### src/rtl/uart_rx.sv
// ---------------------------------------------------------------------------
// uart_rx -- oversampling UART receiver (8 data bits, LSB first)
//
// Purpose:
//   Recovers bytes from an asynchronous serial line. The line is brought into
//   the clock domain through a two-flop synchronizer. Each bit is timed by a
//   counter running 0..OVERSAMPLE-1 and decided by a 3-sample majority vote
//   around the bit centre. Good bytes are presented on p_data with a one-cycle
//   data_valid pulse. Framing and parity faults are reported as one-cycle
//   error pulses instead.
//
// Optional feature:
//   Define UART_RX_PARITY_EN to add the par_en / par_typ inputs, the par_err
//   output and the PARITY state. Without it a frame is start + 8 data + stop.
//
// Parameters:
//   OVERSAMPLE  clock cycles per bit (8, 16 or 32)
//
// Ports:
//   clk         system clock, rising edge
//   rst         synchronous active-high reset
//   rx_in       serial line, idle high, asynchronous to clk
//   par_en      (UART_RX_PARITY_EN) frame carries a parity bit
//   par_typ     (UART_RX_PARITY_EN) 0 = even parity, 1 = odd parity
//   p_data      last correctly received byte
//   data_valid  one-cycle pulse, p_data has just been updated
//   par_err     (UART_RX_PARITY_EN) one-cycle pulse, parity mismatch
//   stp_err     one-cycle pulse, stop bit sampled low
//   busy        high whenever a frame is being received
// ---------------------------------------------------------------------------
module uart_rx #(
  parameter int OVERSAMPLE = 8
) (
  input  logic       clk,
  input  logic       rst,
  input  logic       rx_in,
`ifdef UART_RX_PARITY_EN
  input  logic       par_en,
  input  logic       par_typ,
`endif
  output logic [7:0] p_data,
  output logic       data_valid,
`ifdef UART_RX_PARITY_EN
  output logic       par_err,
`endif
  output logic       stp_err,
  output logic       busy
);

  localparam int CW = $clog2(OVERSAMPLE);
  localparam logic [CW-1:0] CNT_LAST = CW'(OVERSAMPLE - 1);
  localparam logic [CW-1:0] SAMP_A   = CW'(OVERSAMPLE / 2 - 1);
  localparam logic [CW-1:0] SAMP_B   = CW'(OVERSAMPLE / 2);
  localparam logic [CW-1:0] DECIDE   = CW'(OVERSAMPLE / 2 + 1);

  typedef enum logic [2:0] {
    IDLE,
    START,
    DATA,
`ifdef UART_RX_PARITY_EN
    PARITY,
`endif
    STOP
  } state_e;

  state_e          state_q, state_d;
  logic [CW-1:0]   cnt_q, cnt_d;
  logic [2:0]      bitIdx_q, bitIdx_d;
  logic            rxMeta_q, rxMeta_d;
  logic            rxSync_q, rxSync_d;
  logic [1:0]      samp_q, samp_d;
  logic [7:0]      shift_q, shift_d;
  logic [7:0]      pData_q, pData_d;
  logic            dataValid_q, dataValid_d;
  logic            stpErr_q, stpErr_d;
  logic            armed_q, armed_d;
  logic            bitVal;
`ifdef UART_RX_PARITY_EN
  logic            parEn_q, parEn_d;
  logic            parTyp_q, parTyp_d;
  logic            parBad_q, parBad_d;
  logic            parErr_q, parErr_d;
`endif

  // Majority of the two stored centre samples and the live third sample.
  // Only meaningful on the decision count, which is the only place it is used.
  assign bitVal = (samp_q[0] & samp_q[1]) | (samp_q[0] & rxSync_q) |
                  (samp_q[1] & rxSync_q);

  // State register. Reset puts the synchronizer flops at the idle line level
  // so that a reset never looks like the leading edge of a start bit.
  always_ff @(posedge clk) begin
    if (rst) begin
      state_q     <= IDLE;
      cnt_q       <= '0;
      bitIdx_q    <= '0;
      rxMeta_q    <= 1'b1;
      rxSync_q    <= 1'b1;
      samp_q      <= '0;
      shift_q     <= '0;
      pData_q     <= 8'h00;
      dataValid_q <= 1'b0;
      stpErr_q    <= 1'b0;
      armed_q     <= 1'b1;
`ifdef UART_RX_PARITY_EN
      parEn_q     <= 1'b0;
      parTyp_q    <= 1'b0;
      parBad_q    <= 1'b0;
      parErr_q    <= 1'b0;
`endif
    end else begin
      state_q     <= state_d;
      cnt_q       <= cnt_d;
      bitIdx_q    <= bitIdx_d;
      rxMeta_q    <= rxMeta_d;
      rxSync_q    <= rxSync_d;
      samp_q      <= samp_d;
      shift_q     <= shift_d;
      pData_q     <= pData_d;
      dataValid_q <= dataValid_d;
      stpErr_q    <= stpErr_d;
      armed_q     <= armed_d;
`ifdef UART_RX_PARITY_EN
      parEn_q     <= parEn_d;
      parTyp_q    <= parTyp_d;
      parBad_q    <= parBad_d;
      parErr_q    <= parErr_d;
`endif
    end
  end

  // Next-state logic. The bit counter free-runs while a frame is active and
  // every bit is decided on count OVERSAMPLE/2+1. The stop bit releases the
  // FSM right after its decision, half a bit early, so a following start
  // edge is never missed. armed_q blocks a new start after a stop error
  // until the line has been seen high again, so a stuck-low line cannot
  // produce a stream of bogus frames.
  always_comb begin
    state_d     = state_q;
    cnt_d       = cnt_q;
    bitIdx_d    = bitIdx_q;
    rxMeta_d    = rx_in;
    rxSync_d    = rxMeta_q;
    samp_d      = samp_q;
    shift_d     = shift_q;
    pData_d     = pData_q;
    dataValid_d = 1'b0;
    stpErr_d    = 1'b0;
    armed_d     = armed_q | rxSync_q;
`ifdef UART_RX_PARITY_EN
    parEn_d     = parEn_q;
    parTyp_d    = parTyp_q;
    parBad_d    = parBad_q;
    parErr_d    = 1'b0;
`endif

    if (state_q != IDLE) begin
      cnt_d = (cnt_q == CNT_LAST) ? '0 : cnt_q + 1'b1;
      if (cnt_q == SAMP_A) samp_d[0] = rxSync_q;
      if (cnt_q == SAMP_B) samp_d[1] = rxSync_q;
    end

    case (state_q)
      IDLE: begin
        cnt_d = '0;
        if (!rxSync_q && armed_q) begin
          state_d  = START;
`ifdef UART_RX_PARITY_EN
          parEn_d  = par_en;
          parTyp_d = par_typ;
          parBad_d = 1'b0;
`endif
        end
      end

      START: begin
        if (cnt_q == DECIDE && bitVal) begin
          state_d = IDLE;
          cnt_d   = '0;
        end else if (cnt_q == CNT_LAST) begin
          state_d  = DATA;
          bitIdx_d = '0;
        end
      end

      DATA: begin
        if (cnt_q == DECIDE) shift_d = {bitVal, shift_q[7:1]};
        if (cnt_q == CNT_LAST) begin
          if (bitIdx_q == 3'd7) begin
`ifdef UART_RX_PARITY_EN
            state_d = parEn_q ? PARITY : STOP;
`else
            state_d = STOP;
`endif
          end else begin
            bitIdx_d = bitIdx_q + 3'd1;
          end
        end
      end

`ifdef UART_RX_PARITY_EN
      PARITY: begin
        if (cnt_q == DECIDE) parBad_d = (bitVal != ((^shift_q) ^ parTyp_q));
        if (cnt_q == CNT_LAST) state_d = STOP;
      end
`endif

      STOP: begin
        if (cnt_q == DECIDE) begin
          state_d = IDLE;
          cnt_d   = '0;
          if (!bitVal) armed_d = 1'b0;
`ifdef UART_RX_PARITY_EN
          if (bitVal && !parBad_q) begin
            dataValid_d = 1'b1;
            pData_d     = shift_q;
          end
          stpErr_d = !bitVal;
          parErr_d = parBad_q;
`else
          if (bitVal) begin
            dataValid_d = 1'b1;
            pData_d     = shift_q;
          end
          stpErr_d = !bitVal;
`endif
        end
      end

      default: state_d = IDLE;
    endcase
  end

  assign p_data     = pData_q;
  assign data_valid = dataValid_q;
  assign stp_err    = stpErr_q;
  assign busy       = (state_q != IDLE);
`ifdef UART_RX_PARITY_EN
  assign par_err    = parErr_q;
`endif

endmodule

### config.mk
export PLATFORM = sky130hd
export DESIGN_NAME = uart_rx
export DESIGN_NICKNAME = d
export VERILOG_FILES = /design/src/rtl/uart_rx.sv
export SDC_FILE = /design/constraint.sdc
export NUM_CORES = 1
export LEC_CHECK = 0
export BUFFER_PORTS_ARGS = -buffer_cell sky130_fd_sc_hd__buf_2
export CORE_MARGIN = 2
export CORE_UTILIZATION = 40
export CTS_CLUSTER_SIZE = 14
export DETAILED_ROUTE_END_ITERATION = 16
export GPL_TIMING_DRIVEN = 0
export MAX_ROUTING_LAYER = met4
export PLACE_DENSITY = 0.63
export SLEW_MARGIN = 20
export SYNTH_ARGS = -nofsm -noshare
export SYNTH_HDL_FRONTEND = slang
export SYNTH_SLANG_ARGS = --single-unit
export TNS_END_PERCENT = 50
### constraint.sdc
create_clock -name clk -period 2.74 [get_ports clk]
set_input_delay 0.685 -clock clk [delete_from_list [all_inputs] [get_ports clk]]
set_output_delay 0.685 -clock clk [all_outputs]
set_load 0.01 [all_outputs]
Word level (Yosys, flattened, before mapping):

Index checks and enable logic that the tools add are counted.

* bits in registers: 32
* input port bits: 3
* output and inout port bits: 11
* word-level logic and storage cells: 73

* add/sub/neg operators: 2
* equality and inequality tests: 16
* multiplexer cells: 21
* bitwise operators: 8
* reduce and logical (&&, ||, !) cells: 14

Operator list (number)
* 2-to-1 mux 3 bit: 14
* inequality test 2 bit, second input constant: 7
* == test 3 bit, second input constant: 4
* case mux 3 bit (4 select lines): 1
* AND reduction 5 bit: 2
* == test 3 x 2 -> 1 bit, second input constant: 3
* case mux 3 bit (3 select lines): 1
* adder 3 x 1 -> 3 bit, second input constant: 2
* case mux 3 bit (2 select lines): 1
* AND reduction 2 bit: 3
* 2-to-1 mux 1 bit: 4
* AND 1 bit: 3
* == test 3 x 1 -> 1 bit, second input constant: 1
* logical NOT 3 bit: 1
* inequality test 3 bit, second input constant: 1
* OR 1 bit: 3
* AND reduction 3 bit: 1
* nonzero test 3 bit: 1
* OR reduction 3 bit: 1
* logical AND 1 bit: 2
* logical NOT 1 bit: 2
* NOT 1 bit: 2
* nonzero test 2 bit: 1

Longest topological paths before layout:

* depth after elaboration: 6
* gate-level depth with buffers: 6
* gate-level depth less buffers: 6

Worst setup path after synthesis:

Ideal clock, no wire load.

* path type: reg2reg
* from: register cnt_q[0]
* to: register bitIdx_q[0]
* library setup time: 0.121 ns
* arrival: 1.413 ns
* required time: 2.619 ns
* slack: 1.206 ns
* cell stages (with the launch flop): 6
* path buffers: 0
* period minus slack after synthesis: 1.534 ns
* path through: dfxtp_1 -> ha_1 -> ha_1 -> nand2_1 -> o32a_4 -> mux2_4

* longest elaborated chain between the ends: 4
* elaborated cells between the ends (all ways): 7
* those cells by class: 5 x eq/ne; 2 x reduce/logical

Ends and longest elaborated chain
* from (decl): RTL line 67 `logic [CW-1:0] cnt_q, cnt_d;`
* from (signal assigned): RTL line 113 `cnt_q <= cnt_d;`
* == test 3 bit: RTL line 177 `if (cnt_q == DECIDE && bitVal) begin`
* logical AND 1 bit: RTL line 177
* inequality test 2 bit (no line)
* AND reduction 5 bit (no line) (*)
* to (signal assigned): RTL line 114 `bitIdx_q <= bitIdx_d;`
* to (decl): RTL line 68 `logic [2:0] bitIdx_q, bitIdx_d;`

Mark *: on every way between the ends. The rest lies on a longest branch, timed or not.
A chain may end at the register's enable or synchronous reset.

Worst setup path after layout:

* from: register state_q[0]
* to: output port busy

* longest elaborated chain between the ends: 1

Ends and longest elaborated chain
* from (decl): RTL line 66 `state_e state_q, state_d;`
* from (signal assigned): RTL line 112 `state_q <= state_d;`
* nonzero test 3 bit: RTL line 237 `assign busy = (state_q != IDLE);`
* to (decl): RTL line 47 `output logic busy`

Every way passes these cells.

==> out/qor.yml <==
fin_crit_ps: 2120
cts_tree: "done"
first_pass_iters: 4
grtUsageTotal_pct: 15.5
synth_top_area_cell: "dfxtp_1"
postRouteAntennaNets: 0
routedWlPerCell_um: 11.9
synthesis.nets: 149
clockRootBuffer: "clkbuf_4"
synthToLayoutAreaGrowth_pct: 14.7
switching_power_mw: 0.167
ys_seq_elements: 31
drt_wl_total_um: 2420
drtIter0Drc: 25
clk_pin_slew_ps: 100
synth_top_family_by_area: "simple AND/OR/NAND/NOR gates"
tightestPinTransition_ps: 588
critPathArrivalTime_ps: 1430
grt_max_degree: 11
initial_utilization_pct: 42.4
synth-simple-area-share_pct: 21.9
netSwitchingFraction_pct: 20.5
grt_pass1_vias: 892
fin_util_pct: 48.6
drv_slew: 0
cp-start-kind: "flip-flop"
stdcell_count: 203
synth_cell_types: 28
hold_buffers: 0
relSlewSlack_pct: 60.6
drc_errors: 0
synthMuxAreaShare_pct: 11.1
syn_area_mm2: 0.00131
dp_cells: 196
die_x_um: 61.1
gr-total-overflow: 0
timing.setup.tns_ps: 0
avgSynthCellArea_um2: 9.39
combPwrFrac_pct: 2.9
hold_violations: 0
yosysTopAreaCellShare_pct: 47.6
maxCapViolations: 0
fp.dieArea_mm2: 0.00374
path_class: "flip-flop to output pin"
io_pins: 14
num_vias: 1000
synth.yosys.seq_area_share_pct: 47.6
seqPwrFrac_pct: 55.7
dp_worst_setup_slack_ps: 876
synth-xor-area-share_pct: 0
ir_drop_v: 0.000340
fin_nets: 169
cts_setup_buffers: 0
post-route-period-util_pct: 77.3
powerDensity_mw_per_mm2: 546
internal_power_mw: 0.649
rsz0062_at_grt: "false"
layout-drive-gt1-share_pct: 17.0
coreArea_mm2: 0.00308
report.power.total_mw: 0.817
cts_resized: 0
worst_slack_ps: 623
die_h_um: 61.1
antenna_found_initial: 0
yosysWarnings: 0
htreeDepth: 2
gp_congestion: 0.789
synth_compound_area_share_pct: 9.20
cts_made_buffers: 5
place_hpwl_um: 1750
clockBufferDepth: 2
synthCells: 139
placementRows: 20
synthTopCellsByArea: "dfxtp_1 (48%), mux2i_1 (10%), ha_1 (6.7%)"
cp-end-kind: "output pin"
p_leak_nw: 0.678
clkLatencyLatePin_ps: 330
max_freq_mhz: 472
fin_skew_ps: 7.74
numPortBuffers: 13
yosys.area_share.adder_pct: 7.57
holdCritPathClass: "flip-flop to flip-flop"
finalSetupViolCount: 0
avgViaCountPerCell: 4.93
required_ps: 2060
grt_pass1_wl_um: 3960
cts_sinks: 31
clockPowerShare_pct: 41.4
crit_fanout: 10
diodes: 0
status: "completed"
[cells in the mapped netlist, drive strengths merged]
cell type   n
a211o       1
a21oi      10
a221oi      1
a2bb2oi     1
and2        1
buf         1
clkbuf      4
dfxtp      31
ha          7
inv         4
maj3        1
mux2        1
mux2i      13
nand2      21
nand2b      3
nand3       3
nand3b      2
nand4       1
nor2       14
nor2b       3
nor3        4
nor3b       2
nor4        1
o21ai       3
o22ai       1
o32a        1
or2         3
or2b        1
[stage by stage]
| stage | hold slack [ps] | cell area, µm² |
|---|---|---|
| after floorplan | 389 | 1310 |
| after global placement | 400 | 1430 |
| after detailed placement | 423 | 1430 |
| after CTS | 450 | 1500 |
| after global routing | 458 | 1500 |
| final | 440 | 1500 |
[worst max-delay path: stages, from the launching register on]
cell	delay [ps]
dfxtp_1	360
clkbuf_1	360
or2_2	240
buf_2	140
[metal layers]
metal  track usage (%)  share of wire (%)  wire, µm
met1              19.4                 48      1170
met2              21.9                 46      1110
met3              6.30                4.0        97
met4              6.52                1.8        44
met5                 -                  0         0
[kinds of logic after synthesis]
group	after synthesis
and+or+nand+nor	59
buffers and inverters	9
DFF	31
AOI/OAI and AO/OA	18
adders and majority gates	8
muxes	14
[area by class of cell]
type	instances	area, µm²
buffer	5	20.0
inverter	4	15.0
multi-input combinational	99	649
clock inverter	1	30.0
clock buffer	6	41.3
tap	44	55.1
sequential	31	621
timing repair buffer	13	65.1
fill	317	1580
[cells in the final DEF, fill, tap and decap left out, drive strengths merged, types with 2 or more instances in the layout]
cell	n
mux2i	13
a21oi	10
or2	3
nor3b	2
nand3	3
ha	7
o21ai	3
nand3b	2
nor2	14
inv	4
clkbuf	10
nor2b	3
buf	14
nor3	4
nand2	21
dfxtp	31
nand2b	3
[power by group through the flow]
stage | registers (mW) | clock network, mW | logic (mW)
detailed placement | 0.465 | 0 | 0.0240
CTS | 0.455 | 0.350 | 0.0241
finish | 0.455 | 0.338 | 0.0235
global route | 0.455 | 0.367 | 0.0265
floorplan | 0.465 | 0 | 0.0159
global placement | 0.465 | 0 | 0.0236
[worst paths after layout]
check        slack, ps  depth (start not counted)        from           to
min reg2reg        440                          1    rxMeta_q     rxSync_q
min                440                          1    rxMeta_q     rxSync_q
max reg2reg       1080                          5    cnt_q[0]  bitIdx_q[0]
max                620                          3  state_q[0]         busy
[flip-flops by register name, indices dropped and copies added (netlist names)]
name,count
p_data,8
cnt_q,3
bitIdx_q,3
data_valid,1
rxSync_q,1
shift_q,8
stp_err,1
samp_q,2
rxMeta_q,1
state_q,2
armed_q,1
No activity file was read; power rests on OpenSTA's default activity.
